[src/rtl/regfile_pkg.sv]
// Shared types, constants and helpers for the regfile_sb register file and its scoreboard.
package regfile_pkg;

    localparam int REG_AW   = 3;
    localparam int ZERO_REG = 0;
    localparam int POPCNT_W = 64;

    typedef logic [REG_AW-1:0] reg_addr_t;

    // Number of set bits; callers zero-extend narrower vectors to POPCNT_W.
    function automatic logic [6:0] popcount(input logic [POPCNT_W-1:0] v);
        logic [6:0] cnt;
        cnt = 7'd0;
        for (int i = 0; i < POPCNT_W; i++) begin
            cnt = cnt + {6'd0, v[i]};
        end
        return cnt;
    endfunction

endpackage

[src/rtl/regfile_scoreboard.sv]
// Busy scoreboard for regfile_sb: per-register busy bits, outstanding count and sticky WAW flag.
module regfile_scoreboard
    import regfile_pkg::*;
#(
    parameter int DEPTH = 8,
    parameter int AW    = $clog2(DEPTH)
) (
    input  logic             clk,
    input  logic             n_reset,
    input  logic             we,
    input  logic [AW-1:0]    waddr,
    input  logic             rsv,
    input  logic [AW-1:0]    rsv_addr,
    output logic [DEPTH-1:0] busy,
    output logic [AW:0]      pend_cnt,
    output logic             waw_err
);

    localparam logic [AW-1:0] ZERO_A = AW'(ZERO_REG);

    logic [DEPTH-1:0] busy_q, busy_d;
    logic [AW:0]      pend_q, pend_d;
    logic             waw_q, waw_d;
    logic             wr_hit_s, rsv_hit_s;

    // Next-state: write clears busy first, so a same-cycle reservation wins.
    always_comb begin
        busy_d    = busy_q;
        waw_d     = waw_q;
        wr_hit_s  = we  && (waddr    != ZERO_A);
        rsv_hit_s = rsv && (rsv_addr != ZERO_A);

        if (wr_hit_s) begin
            busy_d[waddr] = 1'b0;
        end else begin
            busy_d = busy_q;
        end

        if (rsv_hit_s) begin
            busy_d[rsv_addr] = 1'b1;
        end else begin
            busy_d[0] = 1'b0;
        end

        if (rsv_hit_s && busy_q[rsv_addr] && !(wr_hit_s && (waddr == rsv_addr))) begin
            waw_d = 1'b1;
        end else begin
            waw_d = waw_q;
        end

        pend_d = (AW+1)'(popcount(POPCNT_W'(busy_d)));
    end

    // Scoreboard state registers.
    always_ff @(posedge clk or negedge n_reset) begin
        if (!n_reset) begin
            busy_q <= {DEPTH{1'b0}};
            pend_q <= {(AW+1){1'b0}};
            waw_q  <= 1'b0;
        end else begin
            busy_q <= busy_d;
            pend_q <= pend_d;
            waw_q  <= waw_d;
        end
    end

    assign busy     = busy_q;
    assign pend_cnt = pend_q;
    assign waw_err  = waw_q;

endmodule

[src/rtl/regfile_sb.sv]
// picoMIPS register file with busy scoreboard, two read ports and two debug taps.
// Define REGFILE_SB_BYPASS_EN for same-cycle write-through on the read ports.
module regfile_sb
    import regfile_pkg::*;
#(
    parameter int N     = 8,
    parameter int DEPTH = 8,
    parameter int TAP0  = 3,
    parameter int TAP1  = 5,
    localparam int AW   = $clog2(DEPTH)
) (
    input  logic                clk,
    input  logic                n_reset,
    input  logic                we,
    input  logic [AW-1:0]       waddr,
    input  logic [N-1:0]        wdata,
    input  logic [AW-1:0]       raddr1,
    input  logic [AW-1:0]       raddr2,
    output logic signed [N-1:0] rdata1,
    output logic signed [N-1:0] rdata2,
    output logic                rbusy1,
    output logic                rbusy2,
    input  logic                rsv,
    input  logic [AW-1:0]       rsv_addr,
    output logic [AW:0]         pend_cnt,
    output logic                waw_err,
    output logic signed [N-1:0] tap0,
    output logic signed [N-1:0] tap1
);

    localparam logic [AW-1:0] ZERO_A = AW'(ZERO_REG);
    localparam logic [AW-1:0] TAP0_A = AW'(TAP0);
    localparam logic [AW-1:0] TAP1_A = AW'(TAP1);

    logic [N-1:0]     regs_q [DEPTH];
    logic [DEPTH-1:0] busy_s;
    logic             wr_hit_s;
    logic [N-1:0]     rdata1_s, rdata2_s;
    logic             rbusy1_s, rbusy2_s;

    assign wr_hit_s = we && (waddr != ZERO_A);

    regfile_scoreboard #(
        .DEPTH (DEPTH),
        .AW    (AW)
    ) u_sb (
        .clk      (clk),
        .n_reset  (n_reset),
        .we       (we),
        .waddr    (waddr),
        .rsv      (rsv),
        .rsv_addr (rsv_addr),
        .busy     (busy_s),
        .pend_cnt (pend_cnt),
        .waw_err  (waw_err)
    );

    // Storage array; register 0 is never written and stays zero.
    always_ff @(posedge clk or negedge n_reset) begin
        if (!n_reset) begin
            for (int i = 0; i < DEPTH; i++) begin
                regs_q[i] <= {N{1'b0}};
            end
        end else begin
            if (wr_hit_s) begin
                regs_q[waddr] <= wdata;
            end
        end
    end

    // Combinational read ports with optional write-through.
    always_comb begin
        rdata1_s = (raddr1 == ZERO_A) ? {N{1'b0}} : regs_q[raddr1];
        rdata2_s = (raddr2 == ZERO_A) ? {N{1'b0}} : regs_q[raddr2];
        rbusy1_s = busy_s[raddr1];
        rbusy2_s = busy_s[raddr2];
`ifdef REGFILE_SB_BYPASS_EN
        if (wr_hit_s && (raddr1 == waddr)) begin
            rdata1_s = wdata;
            rbusy1_s = 1'b0;
        end else begin
            rbusy1_s = busy_s[raddr1];
        end
        if (wr_hit_s && (raddr2 == waddr)) begin
            rdata2_s = wdata;
            rbusy2_s = 1'b0;
        end else begin
            rbusy2_s = busy_s[raddr2];
        end
`endif
    end

    assign rdata1 = rdata1_s;
    assign rdata2 = rdata2_s;
    assign rbusy1 = rbusy1_s;
    assign rbusy2 = rbusy2_s;
    assign tap0   = (TAP0_A == ZERO_A) ? {N{1'b0}} : regs_q[TAP0_A];
    assign tap1   = (TAP1_A == ZERO_A) ? {N{1'b0}} : regs_q[TAP1_A];

endmodule

[config.mk]
export PLATFORM = sky130hd
export DESIGN_NAME = regfile_sb
export DESIGN_NICKNAME = d
export VERILOG_FILES = /design/src/rtl/regfile_pkg.sv /design/src/rtl/regfile_scoreboard.sv /design/src/rtl/regfile_sb.sv
export SDC_FILE = /design/constraint.sdc
export NUM_CORES = 1
export LEC_CHECK = 0
export BUFFER_PORTS_ARGS = -buffer_cell sky130_fd_sc_hd__buf_2
export CORE_AREA = 8 8 106 108
export CTS_CLUSTER_SIZE = 16
export DETAILED_ROUTE_END_ITERATION = 12
export DIE_AREA = 0 0 114 116
export PLACE_DENSITY_LB_ADDON = 0.12
export SYNTH_ARGS = -nofsm -noshare
export SYNTH_HDL_FRONTEND = slang
export SYNTH_HIERARCHICAL = 1
export SYNTH_SLANG_ARGS = --single-unit
[constraint.sdc]
create_clock -name clk -period 3.4 [get_ports clk]
set_clock_uncertainty 0.15 [all_clocks]
set_input_delay 0.68 -clock clk [delete_from_list [all_inputs] [get_ports clk]]
set_output_delay 0.68 -clock clk [all_outputs]
set_load 0.02 [all_outputs]
=== Yosys cells after proc, flatten, opt, wreduce, memory -nomap -nowiden ===
Index checks and enable logic that the tools add are counted.

* Reductions and logical operators: 13
* Eq/ne operators: 1
* Bitwise gates (word level): 6
* Order comparisons: 10
* Add/subtract/negate cells: 7
* Muxes and demuxes: 24

{| class="wikitable"
|+ Operator list
! operator !! number
|-
| bitwise mux 64 bit || 1
|-
| 2-to-1 mux 8 bit || 8
|-
| binary-select mux 8 bit (select 3 bit) || 2
|-
| adder 4 x 1 -> 4 bit || 6
|-
| demux 8 bit (select 3 bit) || 1
|-
| less-than comparator 3 x 4 -> 1 bit (second input constant) || 4
|-
| greater-or-equal comparator 4 bit (second input constant) || 3
|-
| NOT 3 -> 4 bit || 3
|-
| binary-select mux 1 bit (select 3 bit) || 3
|-
| AND 8 bit || 1
|-
| logical AND 1 bit || 8
|-
| NOT 8 bit || 1
|-
| bitwise OR 8 bit || 1
|-
| 2-to-1 mux 7 bit || 1
|-
| demux 1 bit (select 3 bit) || 2
|-
| greater-or-equal comparator 3 x 1 -> 1 bit (second input constant) || 2
|-
| logical NOT 3 bit || 2
|-
| 2-to-1 mux 1 bit || 6
|-
| nonzero test 3 bit || 2
|-
| less-than comparator 4 x 1 -> 1 bit (second input constant) || 1
|-
| equality test 3 bit || 1
|-
| adder 1 x 1 -> 2 bit || 1
|-
| logical NOT 1 bit || 1
|}

* Logic and storage cells: 72
* Output and inout port bits: 39
* Bits of input ports: 24
* Flip-flop bits (word level): 77

=== Logic depth before layout (Yosys ltp) ===
Gate-level depths: netlist (run 1).

* Word-level depth: 16
* Mapped depth: 12

=== Cells and area by module ===
The synthesis (run 1) kept the hierarchy.

{| class="wikitable"
|+ By module, submodules not included
! module !! area an instance (sq um) !! cells each !! instances
|-
| regfile_sb || 3,349.5 || 259 || 1
|-
| regfile_scoreboard || 810.8 || 77 || 1
|}

=== Least setup slack after synthesis (run 1) ===
Ideal clock, no wire load.

* Path type: input to register
* Start point: input rsv_addr[0]
* End point: register u_sb.pend_q[2] (netlist: u_sb/pend_cnt[2])
* Buffers on the path: 1
* Setup time: 123 ps
* Stages: 12
* Slack: -317 ps
* Data arrival time: 3,445 ps
* Path through: buf_6 > or2b_2 > o21ai_0 > fa_1 > inv_1 > fa_1 > fa_1 > inv_1 > ha_1 > inv_1 > fa_1 > xnor2_1

* Cells in the longest elaborated chain, start to end: 13
* Elaborated cells between the ends (all ways): 17
* Classes of those cells: 7 x add/sub; 2 x order compare; 4 x mux; 1 x bitwise; 3 x reduce/logical

{| class="wikitable"
|+ RTL lines
! what !! RTL line !! text
|-
| from (decl) || regfile_sb.sv:24 || <nowiki>input logic [AW-1:0] rsv_addr,</nowiki>
|-
| less-than comparator 3 x 4 -> 1 bit (not written as such) or greater-or-equal comparator 3 x 1 -> 1 bit (tied branches) || regfile_scoreboard.sv:40 || <nowiki>busy_d[rsv_addr] = 1'b1;</nowiki>
|-
| logical AND 1 bit (not written as such) || regfile_scoreboard.sv:40 ||
|-
| 2-to-1 mux 1 bit (not written as such) || regfile_scoreboard.sv:40 ||
|-
| demux 1 bit (select 3 bit) || -- ||
|-
| bitwise OR 8 bit (no line) || -- ||
|-
| 2-to-1 mux 7 bit (*) || regfile_scoreboard.sv:39 || <nowiki>if (rsv_hit_s) begin</nowiki>
|-
| named net u_sb.busy_d[1] || regfile_scoreboard.sv:21 || <nowiki>logic [DEPTH-1:0] busy_q, busy_d;</nowiki>
|-
| adder 1 x 1 -> 2 bit (*) || regfile_pkg.sv:15 || <nowiki>cnt = cnt + {6'd0, v[i]};</nowiki>
|-
| adder 4 x 1 -> 4 bit (*) (6 in series) || regfile_pkg.sv:15 ||
|-
| named net u_sb.pend_d[2] || regfile_scoreboard.sv:22 || <nowiki>logic [AW:0] pend_q, pend_d;</nowiki>
|-
| to (signal assigned) || regfile_scoreboard.sv:58 || <nowiki>pend_q <= {(AW+1){1'b0}};</nowiki>
|-
| to (signal assigned) || regfile_scoreboard.sv:62 || <nowiki>pend_q <= pend_d;</nowiki>
|-
| to (decl) || regfile_scoreboard.sv:22 ||
|}

Mark *: on every way through the listed nets, which the timed path passes. The rest lies on a longest branch.
A chain may end at the register's enable or synchronous reset.

=== Worst setup path in the final report (run 1) ===
* Start point: input rsv_addr[1]
* End point: register u_sb.pend_q[1] (netlist: u_sb/pend_cnt[1])

* Cells in the longest elaborated chain, start to end: 13
* Elaborated cells between the ends (all ways): 17
* Classes of those cells: 7 x add/sub; 2 x order compare; 4 x mux; 1 x bitwise; 3 x reduce/logical

{| class="wikitable"
|+ RTL lines
! what !! RTL line
|-
| less-than comparator 3 x 4 -> 1 bit (not written as such) or greater-or-equal comparator 3 x 1 -> 1 bit (tied branches) || regfile_scoreboard.sv:40
|-
| logical AND 1 bit (not written as such) || regfile_scoreboard.sv:40
|-
| 2-to-1 mux 1 bit (not written as such) || regfile_scoreboard.sv:40
|-
| demux 1 bit (select 3 bit) || --
|-
| bitwise OR 8 bit (no line) || --
|-
| 2-to-1 mux 1 bit (*) || regfile_scoreboard.sv:39
|-
| named net u_sb.busy_d[0] || regfile_scoreboard.sv:21
|-
| adder 1 x 1 -> 2 bit (*) || regfile_pkg.sv:15
|-
| adder 4 x 1 -> 4 bit (*) (6 in series) || regfile_pkg.sv:15
|-
| named net u_sb.pend_d[1] || regfile_scoreboard.sv:22
|}

Marked as above.

==> results.toml, run 1 <==
[finish]
final_cells = 532
layout-drive-gt1-share_pct = 50.4
fin_util_pct = 50.8
fin_area_um2 = 4850
num_antenna_cells = 0
nets = 425
syn_to_final_growth_pct = 16.7

[power]
cellLeakagePower_nw = 2.15
peakVddDrop_mv = 0.397
power_density_nw_per_um2 = 584

[outcome]
status = "finished clean"

[cts]
root_buffer = "clkbuf_8"
clock-sinks = 69
insertion_delay_ns = 0.34
cts.path.max_buffers = 2
holdBufCountCts = 0
cts_buffers = 9
path_clk_slew_ns = 0.07
cts_htree_levels = 3
postCtsSetupBuffers = 0
cts_tree = "built"

[synthesis]
syn_area_um2 = 4160
synth_flop_cell = "dfrtp_1"
synthMuxAreaShare_pct = 28.9
ys_seq_elements = 69
synth_seq_area_share_pct = 41.5
synth_compound_area_share_pct = 11.2
syn_nets = 367
synth_edf_count = 0
synth_xor_area_share_pct = 0.632
synth_area_leader_cell = "dfrtp_1"
async_reset_ff_share_pct = 100
synthTopCellsByCount = "mux2_2, dfrtp_1, a221oi_1, mux2i_1, buf_4"
synth_top_area_share_pct = 41.5
syn_inst = 336
synth_cell_type_count = 43
yosysMostFrequentCell = "mux2_2"
yosysWarnings = 6
synth_top_family_by_area = "multiplexers"
synth.avg_cell_area_um2 = 12.4
synthAdderAreaFrac_pct = 2.83
synth-simple-area-share_pct = 7.13
synthTopCellsByArea = "dfrtp_1, mux2_2, mux2i_1"

[die]
initial_core_util_pct = 43.6
design.core.area_um2 = 9550
dieWidth_um = 114
rows = 36
die_area_um2 = 13200
pin_count = 63
die_y_um = 116

[detailed_routing]
wl_um = 11200
via_per_inst = 5.65
dr.pass1.iters = 4
drtIter0Drc = 133
wire_per_inst_um = 21.0
route.detailed.drc = 0
via_count = 3004
drt.antenna.violating_nets = 0

[grt]
grt_usage_pct = 18.2
grt_pass1_vias = 3259
antenna_found_initial = 0
grt_max_degree = 40
grt_pass1_wl_um = 18300
grt_overflow = 0

[timing]
finalCritPeriodShare_pct = 98.9
rsz0062_at_grt = "yes"
setup_viol = 0
fmax_ghz = 0.297
worst_pin_slew_ns = 0.742
fin_ws_ns = 0.0372
whs_ns = 0.256
finalHoldViolCount = 0
slew_viol_final = 0
min_period_ns = 3.36
relSlewSlack_pct = 50.5

[setup_path]
crit_path_end = "u_sb/pend_cnt[1]"
cp_cell_sequence = "buf_2 > o311a_4 > fa_1 > inv_1 > fa_1 > fa_1 > inv_2 > ha_4 > inv_2 > fa_2 > inv_1"
critical_path_class = "in -> reg"
critPathMaxStageDelay_ns = 0.54
path_max_fanout = 4
crit_slowest_cell = "fa_1"
end_kind = "flop"
cpMostUsedCell = "fa_1"
arrival_ns = 3.45
reg2reg_slack_ns = 0.28
worstSetupStartpointType = "input port"
critPathLaunch = "rsv_addr[1]"
worst_ep_required_time_ns = 3.49
regToRegEndpoint = "u_sb/pend_cnt[1]"
timing.rr.start = "u_sb/busy[0]"
reg2regPathDepth = 10

[placed_design]
io_buffer_count = 62
dp_hpwl_um = 7800
post-place-ws_ns = -0.497
place_area_um2 = 4600
gp_congestion = 0.786
dpl.cell_count = 516

[run]
maxCapViolations = 0

[hold_path]
hp-class = "in -> async"
final cells by class:
type | instances | area [um^2]
Fill cell | 901 | 4700
Timing Repair Buffer | 88 | 524
Tap cell | 133 | 166
Inverter | 11 | 41.3
Clock buffer | 12 | 135
Sequential cell | 69 | 1730
Clock inverter | 4 | 72.6
Multi-Input combinational cell | 215 | 2190
per-stage QoR:
stage,TNS (ns),power (mW)
floorplan,-0.367,1.85
global placement,-0.963,2.08
detailed placement,-1.09,2.11
CTS,0,2.84
global route,-0.0242,3.03
finish,0,2.83
how the worst min path moves through the flow:
stage                      start  slack, ns          endpoint  cells after the start
global route             n_reset       0.30        regs_q[28]                      1
CTS                      n_reset       0.28  u_sb/pend_cnt[3]                      1
finish                   n_reset       0.26      u_sb/busy[1]                      1
floorplan                n_reset       0.23         regs_q[0]                      0
detailed placement  u_sb/waw_err       0.32      u_sb/waw_err                      1
global placement    u_sb/waw_err       0.32      u_sb/waw_err                      1
flip-flops by register name, summed over array words and instances, names as in the netlist:
register	count
regs_q	40
tap0	8
tap1	8
u_sb/busy	8
u_sb/pend_cnt	4
u_sb/waw_err	1
critical path, delay by kind of cell:
family,cells,cell delay [ns]
AO/OA/AOI/OAI,1,0.36
adder cells (fa/ha/maj),5,2.08
buffers and inverters,5,0.32
layer usage:
| metal | routed length, um | part of all wire [%] | vias up | global-route usage, % |
|---|---|---|---|---|
| li1 | - | - | 1365 | - |
| met2 | 5320 | 48 | 88 | 28.6 |
| met3 | 568 | 5.1 | 9 | 3.75 |
| met5 | 0 | 0 | - | 0 |
| met1 | 5150 | 46 | 1542 | 24.7 |
| met4 | 134 | 1.2 | 0 | 5.32 |
where the power goes:
group          total [mW]  internal (mW)  switching (mW)
Clock               0.724          0.413           0.311
Sequential           1.16           1.01           0.149
Combinational       0.953          0.460           0.494
Total                2.83           1.88           0.953
placed cells by master, fill, tap and decap left out, types with 4 or more instances in the layout:
cell type	netlist	routed
nor2b_1	13	13
clkbuf_8	0	9
a221oi_1	24	24
mux2_2	75	75
nand2b_1	6	4
dfrtp_1	69	69
buf_2	10	61
a311oi_1	8	8
mux4_2	4	4
buf_4	17	25
nand2_1	7	7
a211oi_1	8	8
o21ai_0	8	4
inv_1	11	9
mux2i_1	24	24
kinds of logic (layout without fill, tap and decap cells):
group,Yosys count,count (layout)
adder cells (fa/ha/maj),7,7
buffers and inverters,52,115
flip-flops,69,69
multiplexers,104,104
XOR/XNOR,3,3
AND/OR/NAND/NOR,43,43
AO/OA/AOI/OAI,58,58
what timing repair did:
item | in CTS | in global routing
gates cloned | 0 | 0
endpoints found under the setup margin | 2 | 2
endpoints found under the hold margin | 0 | 0
pin swaps | 3 | 1
resized for setup | 3 | 8
(Power assumes the default switching activity.)
==> inputs of run 2 (changes only) <==
==> constraint.sdc (replaced) <==
create_clock -name clk -period 3.3 [get_ports clk]
set_clock_uncertainty 0.15 [all_clocks]
set_input_delay 0.66 -clock clk [delete_from_list [all_inputs] [get_ports clk]]
set_output_delay 0.66 -clock clk [all_outputs]
set_load 0.02 [all_outputs]
==> run 2 against run 1 <==
The flow now finishes with violations (negative setup slack). Register-to-register slack worse by 0.17 ns. Critical path depth stayed put. Cell area is 1.4% higher. Setup slack worse by 0.12 ns. Flip-flop and latch count stayed put. Via count is 1.0% higher. Clock power is 14% lower. Global-route usage hardly changed. Die area stayed put. Core utilization is 0.71 points higher. Largest cell class unchanged. Total power is 1.3% lower. Hold slack worse by 0.019 ns.
==> results.toml, run 2 (same netlist as run 1, synthesis figures left out) <==
[detailed_routing]
drt.antenna.violating_nets = 0
dr.pass1.iters = 4
wl_um = 11400
via_per_inst = 5.61
drtIter0Drc = 153
route.detailed.drc = 0
wire_per_inst_um = 21.0
via_count = 3034

[die]
pin_count = 63
rows = 36
die_y_um = 116
initial_core_util_pct = 43.6
dieWidth_um = 114
die_area_um2 = 13200
design.core.area_um2 = 9550

[cts]
cts_htree_levels = 3
insertion_delay_ns = 0.34
cts.path.max_buffers = 2
clock-sinks = 69
path_clk_slew_ns = 0.07
cts_tree = "built"
root_buffer = "clkbuf_8"
cts_buffers = 9

[finish]
regMostFlops = "regs_q"
mostFrequentLayoutCells = "mux2_2, dfrtp_1, buf_2"
syn_to_final_growth_pct = 18.3
layout-drive-gt1-share_pct = 52.2
largest_register_ffs = 40
nets = 434
layout_commonest_cell = "mux2_2"
num_antenna_cells = 0

[hold_path]
hp-class = "in -> async"

[power]
peakVddDrop_mv = 0.431
cellLeakagePower_nw = 2.20
power_density_nw_per_um2 = 568

[timing]
finalHoldViolCount = 0
whs_ns = 0.237
finalCritPeriodShare_pct = 103
fin_ws_ns = -0.0843
worst_pin_slew_ns = 0.766
slew_viol_final = 0
fmax_ghz = 0.295
rsz0062_at_grt = "yes"
relSlewSlack_pct = 48.9
min_period_ns = 3.38
setup_viol = 2

[grt]
grt_max_degree = 39
grt_overflow = 0
grt_pass1_vias = 3298
antenna_found_initial = 0
grt_usage_pct = 18.2
grt_pass1_wl_um = 18500

[setup_path]
worst_ep_required_time_ns = 3.39
path_max_fanout = 3
end_kind = "flop"
arrival_ns = 3.48
critical_path_class = "in -> reg"
worstSetupStartpointType = "input port"

[placed_design]
io_buffer_count = 62
gp_congestion = 0.822
dp_hpwl_um = 7880
post-place-ws_ns = -0.559

[outcome]
failed_checks = "negative setup slack"
status = "complete, but fails checks"

[run]
maxCapViolations = 0
==> run 2: changes by cell type in the layout (fill, tap and decap cells not counted), moves of 2 or more <==
cell       previous run  this run
buf_4                25        33
clkinv_2              1         3
bufinv_16             2         0
buf_6                 1         4
buf_2                61        58
==> run 2: what timing repair did <==
action / 4_1_cts / 5_1_grt
endpoints found under the setup margin: 2 / 2
endpoints found under the hold margin: 0 / 0
buffers inserted: 1 / 0
hold buffers: 0 / 0
resized for setup: 9 / 8
pin swaps: 4 / 4
==> run 2: power breakdown <==
group	total (mW)	internal [mW]	switching, mW
registers	1.19	1.04	0.154
clock network	0.621	0.292	0.329
logic	0.983	0.479	0.504
total	2.80	1.81	0.987
==> run 2: stage by stage <==
stage          setup TNS, ns  total power [mW]  cells  cell area (um^2)  util, %
2_1_floorplan         -0.527              1.90    336              4190        -
3_5_place_dp           -1.29              2.18    524              4670     48.9
5_1_grt               -0.255              2.97    541              4920     51.5
3_3_place_gp           -1.28              2.16    524              4670     48.9
4_1_cts              -0.0864              2.82    541              4890     51.2
6_report             -0.0865              2.80    541              4920     51.5
==> run 2: worst max-delay path: stages <==
cell	delay (ns)
buf_6	0.10
o311a_4	0.37
fa_1	0.56
inv_2	0.04
fa_1	0.51
fa_1	0.41
inv_1	0.07
ha_2	0.18
inv_2	0.04
fa_2	0.51
inv_1	0.03
==> run 2: final timing paths <==
kind | startpoint | slack [ns] | end | cells after the start
max in group asynchronous | n_reset | 2.11 | regs_q[52] | 2
setup reg to reg | u_sb/busy[0] | 0.11 | u_sb/pend_cnt[1] | 10
setup / recovery | rsv_addr[2] | -0.08 | u_sb/pend_cnt[1] | 11
min in group clk | u_sb/waw_err | 0.35 | u_sb/waw_err | 1
hold reg to reg | u_sb/waw_err | 0.35 | u_sb/waw_err | 1
hold / removal | n_reset | 0.24 | u_sb/waw_err | 1
==> run 2: cell type report <==
cell class,count,area (um^2)
Inverter,11,41.3
Fill cell,906,4630
Multi-Input combinational cell,215,2190
Clock buffer,12,145
Clock inverter,4,23.8
Tap cell,133,166
Timing Repair Buffer,97,623
Sequential cell,69,1730
==> run 2: per-layer routing <==
metal / global-route usage [%] / up-vias / part of all wire, %
met1: 24.3 / 1549 / 47
li1: - / 1390 / -
met5: 0 / - / 0
met2: 29.1 / 82 / 47
met3: 3.75 / 13 / 4.8
met4: 5.32 / 0 / 1.1
